===== src/rtl/bst_pkg.sv =====
// Shared definitions for the bit-serial adder-tree controller.
// Holds the default geometry, the controller state type and a small
// helper that sizes counters (minimum width of one bit).
package bst_pkg;

   localparam int unsigned N_IN_DEF      = 8;
   localparam int unsigned IN_W_DEF      = 8;
   localparam int unsigned FRAME_LEN_DEF = 32;
   localparam int unsigned TREE_LAT_DEF  = 2;

   typedef enum logic {
      IDLE   = 1'b0,
      STREAM = 1'b1
   } state_t;

   // Bits needed to count 0..n-1, never less than one.
   function automatic int unsigned cnt_width(input int unsigned n);
      return (n > 1) ? $clog2(n) : 1;
   endfunction

endpackage


===== src/rtl/bst_out_fifo.sv =====
// Two-entry result buffer between the collector and the consumer.
// Ports:
//   clk, reset_n  clock and asynchronous active-low reset
//   push, din     write one word (never issued when full)
//   pop           retire the head word (only issued when not empty)
//   dout          head word; zero after reset
//   count         number of stored words, 0..2
// A push and a pop in the same cycle keep count and preserve order.
module bst_out_fifo
   import bst_pkg::*;
#(
   parameter int unsigned W = FRAME_LEN_DEF
) (
   input  logic         clk,
   input  logic         reset_n,
   input  logic         push,
   input  logic         pop,
   input  logic [W-1:0] din,
   output logic [W-1:0] dout,
   output logic [1:0]   count
);

   logic [W-1:0] mem [2];
   logic         wr_ptr;
   logic         rd_ptr;

   // Storage, pointers and occupancy.
   always_ff @(posedge clk or negedge reset_n) begin
      if (!reset_n) begin
         mem[0] <= '0;
         mem[1] <= '0;
         wr_ptr <= 1'b0;
         rd_ptr <= 1'b0;
         count  <= 2'd0;
      end else begin
         if (push) begin
            mem[wr_ptr] <= din;
            wr_ptr      <= ~wr_ptr;
         end
         if (pop) begin
            rd_ptr <= ~rd_ptr;
         end
         case ({push, pop})
            2'b10:   count <= count + 2'd1;
            2'b01:   count <= count - 2'd1;
            default: count <= count;
         endcase
      end
   end

   assign dout = mem[rd_ptr];

endmodule


===== src/rtl/bit_serial_tree_ctrl.sv =====
// Controller that feeds an external bit-serial adder tree and gathers its sum.
// Ports:
//   clk, reset_n           clock, asynchronous active-low reset
//   in_valid/in_ready      operand vector handshake
//   in_data                lane k operand at [k*IN_W +: IN_W], two's complement
//   tree_inputs            one serial bit per lane, LSB first, sign-extended
//   tree_clean             clears the tree carry (IDLE and last bit of a frame)
//   tree_result            serial sum bit, TREE_LAT cycles behind tree_inputs
//   out_valid/out_ready    result handshake from a 2-entry buffer
//   out_data               FRAME_LEN-bit sum of all lanes
//   busy                   streaming, collecting or holding a result
module bit_serial_tree_ctrl
   import bst_pkg::*;
#(
   parameter int unsigned N_IN      = N_IN_DEF,
   parameter int unsigned IN_W      = IN_W_DEF,
   parameter int unsigned FRAME_LEN = FRAME_LEN_DEF,
   parameter int unsigned TREE_LAT  = TREE_LAT_DEF
) (
   input  logic                   clk,
   input  logic                   reset_n,
   input  logic                   in_valid,
   output logic                   in_ready,
   input  logic [N_IN*IN_W-1:0]   in_data,
   output logic [N_IN-1:0]        tree_inputs,
   output logic                   tree_clean,
   input  logic                   tree_result,
   output logic                   out_valid,
   input  logic                   out_ready,
   output logic [FRAME_LEN-1:0]   out_data,
   output logic                   busy
);

   localparam int unsigned CNT_W = cnt_width(FRAME_LEN);
   localparam int unsigned IDX_W = cnt_width(IN_W);
   localparam logic [CNT_W-1:0] LAST_BIT = CNT_W'(FRAME_LEN - 1);

   state_t                 state;
   logic [CNT_W-1:0]       bit_cnt;
   logic [N_IN*IN_W-1:0]   frame_reg;
   logic                   ready_en;
   logic [1:0]             in_flight;
   logic [TREE_LAT-1:0]    sof_pipe;
   logic                   collecting;
   logic [CNT_W-1:0]       col_cnt;
   logic [FRAME_LEN-1:0]   shreg;
   logic [1:0]             fifo_count;
   logic [IDX_W-1:0]       lane_bit;
   logic [CNT_W-1:0]       col_idx;
   logic [FRAME_LEN-1:0]   word;
   logic                   last_bit;
   logic                   in_xfer;
   logic                   out_xfer;
   logic                   sample;
   logic                   push;

   assign last_bit = (bit_cnt == LAST_BIT);

   // Credit check: at most two frames between acceptance and consumption.
   assign in_ready = ready_en
                   && (({1'b0, in_flight} + {1'b0, fifo_count}) < 3'd2)
                   && ((state == IDLE) || last_bit);
   assign in_xfer  = in_valid && in_ready;
   assign out_xfer = out_valid && out_ready;

   // Holds in_ready low during reset; rises on the first clock afterwards.
   always_ff @(posedge clk or negedge reset_n) begin
      if (!reset_n) ready_en <= 1'b0;
      else          ready_en <= 1'b1;
   end

   // Frame sequencer: a new frame may start right after the last bit.
   always_ff @(posedge clk or negedge reset_n) begin
      if (!reset_n) begin
         state     <= IDLE;
         bit_cnt   <= '0;
         frame_reg <= '0;
      end else begin
         if (in_xfer) begin
            frame_reg <= in_data;
         end
         case (state)
            IDLE: begin
               if (in_xfer) begin
                  state   <= STREAM;
                  bit_cnt <= '0;
               end
            end
            STREAM: begin
               if (last_bit) begin
                  bit_cnt <= '0;
                  state   <= in_xfer ? STREAM : IDLE;
               end else begin
                  bit_cnt <= bit_cnt + CNT_W'(1);
               end
            end
            default: begin
               state   <= IDLE;
               bit_cnt <= '0;
            end
         endcase
      end
   end

   // Past the operand MSB the sign bit is repeated.
   always_comb begin
      lane_bit = IDX_W'(IN_W - 1);
      if (32'(bit_cnt) < IN_W) begin
         lane_bit = IDX_W'(bit_cnt);
      end
   end

   for (genvar k = 0; k < int'(N_IN); k++) begin : g_lane
      logic [IN_W-1:0] operand;
      assign operand        = frame_reg[k*IN_W +: IN_W];
      assign tree_inputs[k] = (state == STREAM) && operand[lane_bit];
   end

   assign tree_clean = (state == IDLE) || last_bit;

   // Collection is aligned by delaying the start-of-frame strobe.
   assign sample  = sof_pipe[TREE_LAT-1] || collecting;
   assign col_idx = sof_pipe[TREE_LAT-1] ? '0 : col_cnt;
   assign word    = {tree_result, shreg[FRAME_LEN-1:1]};
   assign push    = sample && (col_idx == LAST_BIT);

   always_ff @(posedge clk or negedge reset_n) begin
      if (!reset_n) begin
         sof_pipe   <= '0;
         collecting <= 1'b0;
         col_cnt    <= '0;
         shreg      <= '0;
      end else begin
         sof_pipe[0] <= (state == STREAM) && (bit_cnt == '0);
         for (int i = 1; i < int'(TREE_LAT); i++) begin
            sof_pipe[i] <= sof_pipe[i-1];
         end
         if (sample) begin
            shreg <= word;
            if (push) begin
               collecting <= 1'b0;
               col_cnt    <= '0;
            end else begin
               collecting <= 1'b1;
               col_cnt    <= col_idx + CNT_W'(1);
            end
         end
      end
   end

   // Frames accepted whose result has not yet reached the buffer.
   always_ff @(posedge clk or negedge reset_n) begin
      if (!reset_n) begin
         in_flight <= 2'd0;
      end else begin
         case ({in_xfer, push})
            2'b10:   in_flight <= in_flight + 2'd1;
            2'b01:   in_flight <= in_flight - 2'd1;
            default: in_flight <= in_flight;
         endcase
      end
   end

   bst_out_fifo #(
      .W (FRAME_LEN)
   ) u_fifo (
      .clk     (clk),
      .reset_n (reset_n),
      .push    (push),
      .pop     (out_xfer),
      .din     (word),
      .dout    (out_data),
      .count   (fifo_count)
   );

   assign out_valid = (fifo_count != 2'd0);
   assign busy      = (state != IDLE) || (in_flight != 2'd0) || (fifo_count != 2'd0);

endmodule


===== config.mk =====
export PLATFORM = sky130hd
export DESIGN_NAME = bit_serial_tree_ctrl
export DESIGN_NICKNAME = d
export VERILOG_FILES = /design/src/rtl/bst_pkg.sv /design/src/rtl/bst_out_fifo.sv /design/src/rtl/bit_serial_tree_ctrl.sv
export SDC_FILE = /design/constraint.sdc
export NUM_CORES = 1
export LEC_CHECK = 0
export ABC_CLOCK_PERIOD_IN_PS = 4900
export CORE_MARGIN = 1.5
export CORE_UTILIZATION = 46
export CTS_CLUSTER_DIAMETER = 200
export DETAILED_ROUTE_END_ITERATION = 8
export GPL_TIMING_DRIVEN = 0
export HOLD_SLACK_MARGIN = 0.1
export PLACE_DENSITY = 0.69
export RECOVER_POWER = 100
export SETUP_SLACK_MARGIN = 0.02
export SYNTH_ARGS = -nofsm -noshare
export SYNTH_HDL_FRONTEND = slang
export SYNTH_HIERARCHICAL = 1
export SYNTH_SLANG_ARGS = --single-unit

===== constraint.sdc =====
create_clock -name clk -period 4.9 [get_ports clk]
set_input_delay 0.49 -clock clk [delete_from_list [all_inputs] [get_ports clk]]
set_output_delay 0.49 -clock clk [all_outputs]
set_load 0.02 [all_outputs]

==> results.sh <==
export IMPL_yosysUniqueCellTypes=43
export IMPL_p_leak_nw=4.53
export IMPL_crit_buf_inv=3
export IMPL_crit_arrival_ps=3110
export IMPL_slowest_stage="clkbuf_1"
export IMPL_fillCellCount=1387
export IMPL_cts_sinks=180
export IMPL_synth_cells=589
export IMPL_finalInstanceArea_um2=10100
export IMPL_routed_wl_met2_um=8480
export IMPL_htree_levels=4
export IMPL_place_congestion=0.853
export IMPL_crit_cells=6
export IMPL_status="finished, violations left"
export IMPL_ant_nets=0
export IMPL_wl_met1_um=7980
export IMPL_synthArstFlopShare_pct=100
export IMPL_wl_per_cell_um=18.1
export IMPL_dp_cells=927
export IMPL_clk_latency_ps=430
export IMPL_holdWs_ps=353
export IMPL_wl_met3_um=723
export IMPL_finalCritPeriodShare_pct=73.5
export IMPL_cts_tree="done"
export IMPL_rr_endpoint="in_flight[1]"
export IMPL_core_area_um2=17300
export IMPL_start_util_pct=47.1
export IMPL_synth_flop_cell="dfrtp_1"
export IMPL_power_density_nw_per_um2=591
export IMPL_n_antenna_cell=0
export IMPL_syn2layout_area_growth_pct=23.9
export IMPL_wirelength_um=17400
export IMPL_setup_viol=0
export IMPL_cp_required_ps=4410
export IMPL_violations="capacitance limit, slew limit"
export IMPL_final_cells=960
export IMPL_crit_type="flop to output pin"
export IMPL_grt_use_total_pct=20.2
export IMPL_cp_end_kind="output pin"
export IMPL_grt_start_max_net_pins=132
export IMPL_ys_ff_latch=180
export IMPL_rows=48
export IMPL_r2r_slack_ps=1470
export IMPL_crit_family="buffers and inverters"
export IMPL_drc=0
export IMPL_cp_max_fo=10
export IMPL_path_cells="clkbuf_1 -> clkbuf_1 -> mux2i_1 -> nand2_1 -> a32o_2 -> dlygate4sd3_1"
export IMPL_fp_dieH_um=136
export IMPL_die_area_um2=18500
export IMPL_viasPerCell=5.33
export IMPL_hold_viol_final=0
export IMPL_dp_hpwl_um=12100
export IMPL_vias=5118
export IMPL_cp_startpoint="bit_cnt[0]"
export IMPL_grt_pass1_wl_um=28500
export IMPL_die_w_um=136
export IMPL_ios=113
export IMPL_fin_nets=799
export IMPL_clock_path_buffers=2
export IMPL_synth_edff_count=0
export IMPL_drt_iter0_markers=255
export IMPL_finalMaxSlewViolations=50
export IMPL_antenna_found_initial=0
export IMPL_worst_path_most_repeated_cell="clkbuf_1"
export IMPL_cts_setup_buffers=0
export IMPL_clock_root_buffer="clkbuf_16"
export IMPL_skew_ps=7.79
export IMPL_post_dp_cell_area_um2=9580
export IMPL_ff2ff_path_depth=10
export IMPL_top_layer="met4"
export IMPL_syn_area_um2=8150
export IMPL_relSlewSlack_pct=-81.2
export IMPL_port_buffers=112
export IMPL_max_vdd_ir_drop_v=0.000413
export IMPL_cts_hold_buf=1
export IMPL_r2r_start="bit_cnt[3]"
export IMPL_start_kind="flop"
export IMPL_syn_nets=666
export IMPL_dr_pass1_iters=4
export IMPL_rsz0062_at_grt="no"
export IMPL_drive_gt1_share_pct=31.8
export IMPL_cts_buffers=17
export IMPL_yosysWarnings=6
export IMPL_syn_avg_cell_area_um2=13.8
export IMPL_grt_overflow_total=0
export IMPL_setup_worst_path_end="tree_inputs[2]"
export IMPL_worst_slew_pin_slew_ps=2720
export IMPL_grt_pass1_vias=5400
export IMPL_fmax_ghz=0.278
export IMPL_min_period_ps=3600
export IMPL_cts_resized=0
export IMPL_cap_violations=1
export IMPL_ys_seq_area_share_pct=55.3
export IMPL_hp_class="flop to flop"
export IMPL_max_stage_delay_ps=700
export IMPL_clk_pin_slew_ps=70
-- power breakdown --
| part | total, mW | switching [mW] | leakage [nW] | internal [mW] |
|---|---|---|---|---|
| Sequential | 2.28 | 0.338 | 2.24 | 1.94 |
| Clock | 1.35 | 0.629 | 0.286 | 0.726 |
| Combinational | 2.33 | 1.14 | 2.01 | 1.18 |
| Total | 5.96 | 2.11 | 4.53 | 3.85 |
-- per-stage QoR --
step | total power [mW] | utilization [%] | TNS [ps] | setup WS, ps
floorplan | 3.85 | - | 0 | 2620
global placement | 4.63 | 55.2 | -650580 | -3630
detailed placement | 4.72 | 55.4 | 0 | 2080
CTS | 6.10 | 58.9 | 0 | 1600
global route | 6.33 | 58.4 | 0 | 1140
finish | 5.96 | 58.4 | 0 | 1300
-- worst min path at each step --
stage	from	end	slack (ps)	cells after the start
floorplan	reset_n	bit_cnt[0]	190	0
global placement	sof_pipe[0]	sof_pipe[1]	330	0
detailed placement	sof_pipe[0]	sof_pipe[1]	340	0
CTS	sof_pipe[0]	sof_pipe[1]	350	0
global route	sof_pipe[0]	sof_pipe[1]	360	0
finish	sof_pipe[0]	sof_pipe[1]	350	0
-- cell families after synthesis --
kind of cell / count (synthesis) / synth area share (%)
simple gates: 87 / 6.65
buf+inv: 45 / 2.95
xor+xnor: 8 / 0.860
compound gates: 53 / 4.52
other cells: 1 / 0.0460
flops: 180 / 55.3
fa+ha+maj: 8 / 1.32
mux: 207 / 28.4
-- Yosys cell counts, types with 2 or more instances --
| library cell | count | share of area [%] |
|---|---|---|
| and3_1 | 3 | 0.23 |
| clkbuf_1 | 12 | 0.55 |
| buf_2 | 15 | 0.92 |
| dfrtp_1 | 180 | 55 |
| o21ai_0 | 20 | 1.2 |
| buf_4 | 10 | 0.92 |
| a21oi_1 | 10 | 0.61 |
| nand3_1 | 2 | 0.12 |
| xnor2_1 | 4 | 0.43 |
| nor2b_1 | 21 | 1.6 |
| nor2_1 | 8 | 0.37 |
| nand2_1 | 13 | 0.60 |
| a31o_1 | 8 | 0.86 |
| mux2_1 | 9 | 1.2 |
| mux2i_1 | 16 | 2.0 |
| a32o_2 | 8 | 1.1 |
| inv_1 | 6 | 0.28 |
| mux2_2 | 182 | 25 |
| nor4_1 | 16 | 1.2 |
| ha_1 | 7 | 1.1 |
| xor2_1 | 4 | 0.43 |
| a31o_2 | 4 | 0.43 |
| and2_1 | 4 | 0.31 |
| nand2b_1 | 7 | 0.54 |
| buf_6 | 2 | 0.28 |
-- routing by layer --
metal / global-route usage [%] / vias to the layer above
met3: 3.95 / 19
met1: 27.9 / 2583
met2: 31.9 / 129
met5: 0 / -
met4: 6.97 / 0
li1: - / 2387
-- layout make-up --
type,count,area (um^2),area share (%)
Clock inverter,15,166,1.65
Buffer,39,165,1.64
Inverter,6,22.5,0.223
Multi-Input combinational cell,364,3380,33.5
Timing Repair Buffer,114,1150,11.4
Sequential cell,180,4500,44.6
Clock buffer,17,425,4.21
Tap cell,225,282,2.79
-- worst register-to-register path: stages (launching register included) --
cell	delay, ps
dfrtp_1	470
clkbuf_1	450
and3_1	250
ha_1	160
nand2b_1	100
clkbuf_1	290
nand4_1	490
clkbuf_1	420
ha_1	420
nor2_1	140
xor2_1	150
-- placed cells by master (no fill, tap or decap), types with 16 or more instances in the layout --
cell / Yosys / layout
clkdlybuf4s50_1: 0 / 70
clkbuf_16: 0 / 17
clkbuf_1: 12 / 35
mux2_2: 182 / 180
dlygate4sd3_1: 0 / 42
o21ai_0: 20 / 20
nor4_1: 16 / 16
nor2b_1: 21 / 21
dfrtp_1: 180 / 180
mux2i_1: 16 / 16
Power figures use the tool's default switching activity.
